--- src/rtl/adc_spi_seq.sv ---
`default_nettype none
// ============================================================================
// Module   : adc_spi_seq
// Brief    : ADS4128 serial-port sequencer (16-bit write/read) and ADC reset pulse
// Revision : 1.0 - initial release
// ============================================================================
module adc_spi_seq #(
  parameter int pHALF     = 4,
  parameter int pRST_HI   = 16,
  parameter int pRST_WAIT = 64
) (
  input  logic       clk_usb,
  input  logic       reset_n,
  input  logic       cmd_start,
  input  logic       cmd_read,
  input  logic [7:0] cmd_addr,
  input  logic [7:0] cmd_wdata,
  input  logic       rst_req,
  output logic       busy,
  output logic       done,
  output logic [7:0] rdata,
  output logic       ADC_SEN,
  output logic       ADC_SCLK,
  output logic       ADC_SDATA,
  output logic       ADC_RESET,
  input  logic       ADC_OVR_SDOUT
);

  localparam int c_MAXD = (pHALF > pRST_HI)
                        ? ((pHALF > pRST_WAIT) ? pHALF : pRST_WAIT)
                        : ((pRST_HI > pRST_WAIT) ? pRST_HI : pRST_WAIT);
  localparam int c_PW = $clog2(c_MAXD) + 1;

  localparam logic [2:0] c_IDLE      = 3'd0;
  localparam logic [2:0] c_SETUP     = 3'd1;
  localparam logic [2:0] c_BIT_HI    = 3'd2;
  localparam logic [2:0] c_BIT_LO    = 3'd3;
  localparam logic [2:0] c_HOLD      = 3'd4;
  localparam logic [2:0] c_RST_PULSE = 3'd5;
  localparam logic [2:0] c_RST_WAIT  = 3'd6;

  logic [2:0]      r_state, w_state_nxt;
  logic [c_PW-1:0] r_phase, w_phase_nxt, w_dur_m1;
  logic [3:0]      r_bitcnt, w_bitcnt_nxt;
  logic [15:0]     r_shift, w_shift_nxt;
  logic            r_is_read, w_is_read_nxt;
  logic [7:0]      r_rd_shift, w_rd_shift_nxt;
  logic [7:0]      r_rdata, w_rdata_nxt;
  logic            w_last;
  logic            w_serial;

  logic r_busy, r_done, r_sen, r_sclk, r_sdata, r_adc_rst;
  logic w_busy, w_done, w_sen, w_sclk, w_sdata, w_adc_rst;

  // State register and datapath registers
  always_ff @(posedge clk_usb or negedge reset_n) begin
    if (!reset_n) begin
      r_state    <= c_IDLE;
      r_phase    <= '0;
      r_bitcnt   <= '0;
      r_shift    <= '0;
      r_is_read  <= 1'b0;
      r_rd_shift <= '0;
      r_rdata    <= '0;
    end else begin
      r_state    <= w_state_nxt;
      r_phase    <= w_phase_nxt;
      r_bitcnt   <= w_bitcnt_nxt;
      r_shift    <= w_shift_nxt;
      r_is_read  <= w_is_read_nxt;
      r_rd_shift <= w_rd_shift_nxt;
      r_rdata    <= w_rdata_nxt;
    end
  end

  always_comb begin
    w_dur_m1 = '0;
    case (r_state)
      c_SETUP, c_BIT_HI, c_BIT_LO, c_HOLD: w_dur_m1 = c_PW'(pHALF - 1);
      c_RST_PULSE:                         w_dur_m1 = c_PW'(pRST_HI - 1);
      c_RST_WAIT:                          w_dur_m1 = c_PW'(pRST_WAIT - 1);
      default:                             w_dur_m1 = '0;
    endcase
  end

  assign w_last = (r_phase == w_dur_m1);

  // Next-state logic; every non-IDLE state is timed by r_phase
  always_comb begin
    w_state_nxt    = r_state;
    w_phase_nxt    = r_phase;
    w_bitcnt_nxt   = r_bitcnt;
    w_shift_nxt    = r_shift;
    w_is_read_nxt  = r_is_read;
    w_rd_shift_nxt = r_rd_shift;
    w_rdata_nxt    = r_rdata;

    if (r_state != c_IDLE)
      w_phase_nxt = w_last ? '0 : (r_phase + c_PW'(1));

    case (r_state)
      c_IDLE: begin
        w_phase_nxt = '0;
        if (rst_req) begin
          w_state_nxt = c_RST_PULSE;
        end else if (cmd_start) begin
          w_shift_nxt   = cmd_read ? {cmd_addr, 8'h00} : {cmd_addr, cmd_wdata};
          w_is_read_nxt = cmd_read;
          w_bitcnt_nxt  = 4'd15;
          w_state_nxt   = c_SETUP;
        end
      end
      c_SETUP:  if (w_last) w_state_nxt = c_BIT_HI;
      c_BIT_HI: if (w_last) w_state_nxt = c_BIT_LO;
      c_BIT_LO: begin
        if (w_last) begin
          // Readback bit is taken just before SCLK rises again
          if (r_is_read && (r_bitcnt <= 4'd7))
            w_rd_shift_nxt = {r_rd_shift[6:0], ADC_OVR_SDOUT};
          if (r_bitcnt == 4'd0) begin
            w_state_nxt = c_HOLD;
          end else begin
            w_bitcnt_nxt = r_bitcnt - 4'd1;
            w_state_nxt  = c_BIT_HI;
          end
        end
      end
      c_HOLD: begin
        if (w_last) begin
          w_state_nxt = c_IDLE;
          if (r_is_read)
            w_rdata_nxt = r_rd_shift;
        end
      end
      c_RST_PULSE: if (w_last) w_state_nxt = c_RST_WAIT;
      c_RST_WAIT:  if (w_last) w_state_nxt = c_IDLE;
      default:     w_state_nxt = c_IDLE;
    endcase
  end

  // Pin values are decoded from the next state so the registered pins line up with it
  always_comb begin
    w_serial  = (w_state_nxt == c_SETUP) || (w_state_nxt == c_BIT_HI) ||
                (w_state_nxt == c_BIT_LO) || (w_state_nxt == c_HOLD);
    w_busy    = (w_state_nxt != c_IDLE);
    w_done    = ((r_state == c_HOLD) || (r_state == c_RST_WAIT)) && w_last;
    w_sen     = !w_serial;
    w_sclk    = (w_state_nxt != c_BIT_LO);
    w_sdata   = w_serial ? w_shift_nxt[w_bitcnt_nxt] : 1'b0;
    w_adc_rst = (w_state_nxt == c_RST_PULSE);
  end

  always_ff @(posedge clk_usb or negedge reset_n) begin
    if (!reset_n) begin
      r_busy    <= 1'b0;
      r_done    <= 1'b0;
      r_sen     <= 1'b1;
      r_sclk    <= 1'b1;
      r_sdata   <= 1'b0;
      r_adc_rst <= 1'b0;
    end else begin
      r_busy    <= w_busy;
      r_done    <= w_done;
      r_sen     <= w_sen;
      r_sclk    <= w_sclk;
      r_sdata   <= w_sdata;
      r_adc_rst <= w_adc_rst;
    end
  end

  assign busy      = r_busy;
  assign done      = r_done;
  assign rdata     = r_rdata;
  assign ADC_SEN   = r_sen;
  assign ADC_SCLK  = r_sclk;
  assign ADC_SDATA = r_sdata;
  assign ADC_RESET = r_adc_rst;

endmodule
`default_nettype wire

--- config.mk ---
export PLATFORM = sky130hd
export DESIGN_NAME = adc_spi_seq
export DESIGN_NICKNAME = d
export VERILOG_FILES = /design/src/rtl/adc_spi_seq.sv
export SDC_FILE = /design/constraint.sdc
export NUM_CORES = 1
export LEC_CHECK = 0
export ABC_AREA = 0
export CORE_ASPECT_RATIO = 1.1
export CORE_MARGIN = 3
export CORE_UTILIZATION = 40
export DETAILED_ROUTE_END_ITERATION = 8
export GPL_TIMING_DRIVEN = 0
export PLACE_DENSITY_LB_ADDON = 0.3
export SLEW_MARGIN = 30
export SYNTH_ARGS = -nofsm -noshare
export SYNTH_HDL_FRONTEND = slang
export SYNTH_SLANG_ARGS = --single-unit
--- constraint.sdc ---
create_clock -name clk_usb -period 5.3 [get_ports clk_usb]
set_clock_uncertainty 0.1 [all_clocks]
set_input_delay 0.795 -clock clk_usb [delete_from_list [all_inputs] [get_ports clk_usb]]
set_output_delay 0.795 -clock clk_usb [all_outputs]
set_load 0.02 [all_outputs]
After elaboration in Yosys (flattened, before gate mapping)
Index checks and enable logic that the tools add are counted.
{ "word_totals": {"reg_bits": 53, "in_bits": 22, "out_inout_bits": 14, "elab_cells": 73} }
{ "op_classes": {"n_addsub": 2, "order_cmp": 2, "eq_ne": 13, "n_mux": 25, "bitwise": 1, "n_reduce_logical": 17} }
{ "op_table": {"columns": ["operator", "count"], "rows": [
  ["16-bit two-way mux", 3],
  ["3-bit two-way mux", 8],
  ["7-bit two-way mux", 3],
  ["3-bit one-hot mux with 6 select lines", 1],
  ["6-bit one-hot mux with 3 select lines", 1],
  ["4-bit two-way mux", 4],
  ["3-bit == test (second input constant)", 5],
  ["3-bit by 2-bit == test with 1-bit output (second input constant)", 4],
  ["3-bit AND reduction", 3],
  ["8-bit two-way mux", 1],
  ["4-bit one-hot mux with 2 select lines", 1],
  ["7-bit by 1-bit adder with 7-bit output (second input constant)", 1],
  ["7-bit == test", 1],
  ["3-bit by 1-bit == test with 1-bit output (second input constant)", 2],
  ["3-bit nonzero test", 2],
  ["4-bit by 5-bit less-than comparator with 1-bit output (second input constant)", 1],
  ["1-bit binary-select mux with 4-bit select", 1],
  ["4-bit by 3-bit <= comparator with 1-bit output (second input constant)", 1],
  ["4-bit zero test", 1],
  ["1-bit logical OR", 4],
  ["4-bit OR reduction", 1],
  ["4-bit by 1-bit subtractor with 4-bit output (second input constant)", 1],
  ["3-bit zero test", 1],
  ["3-bit by 2-bit != test with 1-bit output (second input constant)", 1],
  ["other kinds (6)", 8]
]} }

Longest topological paths before layout
{ "depth": {"ltp_word": 11, "depth_mapped": 11, "ltp_nobuf": 10} }

Least setup slack after synthesis
OpenSTA, ideal clock, no wires.
{ "synth_path": {"path_kind": "register to register", "startpoint": "register r_state[0]", "endpoint": "register r_sdata, in the netlist ADC_SDATA", "setup_ns": 0.125, "arrival_time_ns": 2.355, "t_required_ns": 5.075, "setup_slack_ns": 2.719, "stages_incl_launch_ff": 10, "path_buffers": 1, "period_less_slack_ns": 2.581, "cell_sequence": "dfrtp_1 buf_6 xor2_1 a211o_1 a221oi_4 a31oi_1 a311o_1 or3_1 o22ai_1 nor3_1"} }
{ "synth_between": {"word_cells_on_any_way": 32, "cone_classes": "eq/ne (11); mux (15); reduce/logical (6)"} }
{ "synth_rtl": {"columns": ["item", "line", "source"], "rows": [
  ["start, declared", "42", "logic [2:0] r_state, w_state_nxt;"],
  ["start signal, assigned", "58", "r_state <= c_IDLE;"],
  ["start signal, assigned", "66", "r_state <= w_state_nxt;"],
  ["3-bit == test, or another cell as far along", "78", "case (r_state)"],
  ["4-bit OR reduction", "78", null],
  ["6-bit one-hot mux with 3 select lines", "78", null],
  ["7-bit == test", "86", "assign w_last = (r_phase == w_dur_m1);"],
  ["4-bit two-way mux", "116", "if (w_last) begin"],
  ["4-bit one-hot mux with 2 select lines *", "101", "case (r_state)"],
  ["named net w_bitcnt_nxt[3]", "44", "logic [3:0] r_bitcnt, w_bitcnt_nxt;"],
  ["1-bit binary-select mux with 4-bit select *", "149", "w_sdata = w_serial ? w_shift_nxt[w_bitcnt_nxt] : 1'b0;"],
  ["1-bit two-way mux (implied by the code) *", "149", null],
  ["1-bit two-way mux *", "149", null],
  ["named net w_sdata", "53", "logic w_busy, w_done, w_sen, w_sclk, w_sdata, w_adc_rst;"],
  ["end signal, assigned", "166", "r_sdata <= w_sdata;"],
  ["end, declared", "52", "logic r_busy, r_done, r_sen, r_sclk, r_sdata, r_adc_rst;"]
]} }
The timed path passes the listed nets; every way through them passes the cells marked *. The select of a mux whose other input is x is not followed.
A chain may end at the register's enable or synchronous reset.

Final worst setup path
{ "layout_path": {"startpoint": "input port rst_req", "endpoint": "register r_sdata, in the netlist ADC_SDATA"} }
{ "layout_between": {"word_cells_on_any_way": 16, "cone_classes": "eq/ne (4); mux (9); reduce/logical (3)"} }
{ "layout_rtl": {"columns": ["item", "line", "source"], "rows": [
  ["start, declared", "18", "input logic rst_req,"],
  ["4-bit two-way mux", "104", "if (rst_req) begin"],
  ["4-bit one-hot mux with 2 select lines", "101", null],
  ["named net w_bitcnt_nxt[0]", "44", null],
  ["1-bit binary-select mux with 4-bit select", "149", null],
  ["1-bit two-way mux (implied by the code)", "149", null],
  ["1-bit two-way mux", "149", null],
  ["named net w_sdata", "53", null]
]} }
The timed path passes the listed nets, and every way through them passes these cells. The select of a mux whose other input is x is not followed.

==> metrics <==
Mapped Area=2570 um2; asr flop ratio synth=100%; clk root buf=clkbuf_8; reg-to-reg endpoint=ADC_SDATA; Leak=1.52 nW; met3 WL=184 um; WP data required=5.42 ns; RSZ-0062 raised after global routing=no; largest area contributor in the netlist=dfrtp_1; Worst VDD drop=0.220 mV; Syn Area/Cell=10.5 um2; grt ovf=0; final setup fails=0; CP delay by family, top=buffers and inverters; Setup TNS=0 ns; vias in the first global route=1,869; Area after DPL=3050 um2; Tmin final=2.84 ns; DRC violations left=0; largest net degree at the start of global routing=52; Seq. cell area=1330 um2; CTS Buf Count=5; R2R Setup Slk=2.49 ns; type of the worst min-delay path=input port to async pin; I/O pin cnt=36; crit path kind=input port to flip-flop; cell count after synthesis=244; nature of the critical path startpoint=input port; crit-path max FO=10; cts hold-fix bufs=0; Area contributors post-synth=dfrtp_1 (50%), mux2_2 (7.4%), nand2_1 (7.3%), mux2i_1 (4.7%), nor2_1 (2.6%); Critical-path top delay cell=clkdlybuf4s50_1; Reg2Reg Depth=11; Nets=311; top post-synthesis cells by count=dfrtp_1 (51), nand2_1 (50), nor2_1 (18); die height=90.1 um; met2 wire len=2360 um; Yosys top cell area share=49.6%; die width=82.5 um; diode count=0; core area=6190 um2; placer congestion estimate=0.766; Max Cap Viol=0; Reg2Reg Launch Point=r_state[1]; Peak Freq=352 MHz; Via Count=1,831; CP Buf/Inv Count=3; CTS Buffer Depth=2; first-pass GRT wire length=8390 um; EDFF count, synth=0; post-CTS resize count=0; CP Cell Sequence=clkdlybuf4s50_1 > or3b_2 > buf_2 > buf_1 > nand2_2 > mux2i_1 > o22ai_1 > nor3_1; drt first pass iters=4; CP arrival=2.97 ns; fillers=588; htree depth=2; post-synthesis cell type count=49; All-Layer GR Usage=14.2%; Synth warnings=0; Highest Signal Layer=met4; Crit. End Element=flip-flop; initial drt markers=78; Yosys reg bits=53; DR WL/cell=12.8 um; Worst-Skew Late Latency=0.30 ns; fin. max-slew vios=0; Initial Util=41.5%; share of cells above drive strength 1=14.9%; buffers added on ports=35; number of post-CTS setup repair buffers=0; multi-input logic area=1160 um2; Synth Flop Type=dfrtp_1; Fin. Hold Viols=0; worst-margin pin slew=0.509 ns; Core Rows=30; CTS Sinks=53; initial antenna violation count=0; Final period util=53.6%; CTS tree=yes; Rel. slew slack=65.7%; count leader, synth=dfrtp_1; Die ar.=7430 um2; Reg clk slew, reported paths=0.09 ns; WL met1=2100 um; Mapped Nets=268; pwr/cell area=440 nW/um2; fin area=3160 um2; total length of routed wires=4710 um; Layout area overhead=22.8%; status=completed; Seq/Total Area, Yosys=51.7%; Routed Antenna Nets=0; post-DR vias/cell=4.98; HPWL Detailed=3440 um; Crit path largest cell delay=0.49 ns
cell type report:
class                      instances  area share, %
buffer                            11           2.18
clock buffer                       6           2.30
clock inverter                     2           1.23
inverter                           5          0.594
multi-input combinational        175           36.6
sequential                        53           42.1
tap                               80           3.17
timing repair buffer              36           11.9
worst max-delay path by stage:
stage | startpoint | end | slack [ns] | cells after the start
floorplan | r_state[0] | ADC_SDATA | 2.72 | 9
global placement | reset_n | r_phase[4] | 1.77 | 1
detailed placement | rst_req | ADC_SDATA | 2.15 | 8
CTS | rst_req | ADC_SDATA | 2.44 | 8
global route | r_state[1] | ADC_SDATA | 2.26 | 11
finish | rst_req | ADC_SDATA | 2.46 | 8
worst register-to-register path: stages (launching register included):
cell	delay, ns
dfrtp_1	0.36
buf_2	0.16
xor2_1	0.16
a211o_1	0.34
a221oi_4	0.40
nand2_1	0.19
a31oi_4	0.23
buf_8	0.17
mux2i_1	0.22
mux2i_1	0.10
o31ai_1	0.21
nor3_1	0.07
report_power, final:
group / switching (mW) / total (mW) / internal (mW)
combinational: 0.303 / 0.550 / 0.247
sequential: 0.0565 / 0.569 / 0.512
clock: 0.129 / 0.271 / 0.142
total: 0.489 / 1.39 / 0.901
stage by stage:
| step | hold WS (ns) | setup slack [ns] | power, mW | utilization, % | cells |
|---|---|---|---|---|---|
| global placement | 0.353 | 1.77 | 1.12 | 48.8 | 359 |
| finish | 0.169 | 2.46 | 1.39 | 51.0 | 368 |
| detailed placement | 0.363 | 2.15 | 1.13 | 49.2 | 360 |
| global route | 0.158 | 2.26 | 1.50 | 51.0 | 368 |
| CTS | 0.160 | 2.44 | 1.41 | 51.0 | 368 |
| floorplan | 0.340 | 2.72 | 0.976 | - | 244 |
flip-flops by register name (all words and copies together), names as in the netlist:
signal and flops:
ADC_SEN 1, ADC_SDATA 1, r_state 3, r_shift 16, rdata 8, ADC_RESET 1, busy 1, r_phase 7
done 1, r_is_read 1, r_bitcnt 4, r_rd_shift 8, ADC_SCLK 1
placed cells by master, fill, tap and decap left out, drive strengths merged, types with 2 or more instances in the layout:
cell type,count
a211o,2
buf,10
nor2,18
clkbuf,9
mux2,17
nand3,3
nand4,6
a31oi,3
mux2i,12
a221oi,2
dfstp,2
nand2,51
clkdlybuf4s50,34
xor2,4
and3,4
and2,3
dfrtp,51
inv,5
or3,2
nor2b,3
xnor2,5
ha,2
nand2b,9
a21oi,2
o21ai,11
routing by layer:
layer	track usage, %	vias up
met4	4.29	0
met1	17.8	872
met5	0	-
met3	3.41	5
met2	23.9	30
li1	-	924
logic make-up (layout without fill, tap and decap cells):
group                    Yosys count  in the layout  share of synthesized area, %
AO/OA/AOI/OAI                     29             29                          9.24
flip-flops                        53             53                          51.7
buffers and inverters             16             60                          3.40
adder cells (fa/ha/maj)            2              2                         0.973
multiplexers                      29             29                          12.1
AND/OR/NAND/NOR                  106            106                          19.6
XOR/XNOR                           9              9                          3.06
(Power assumes the default switching activity.)
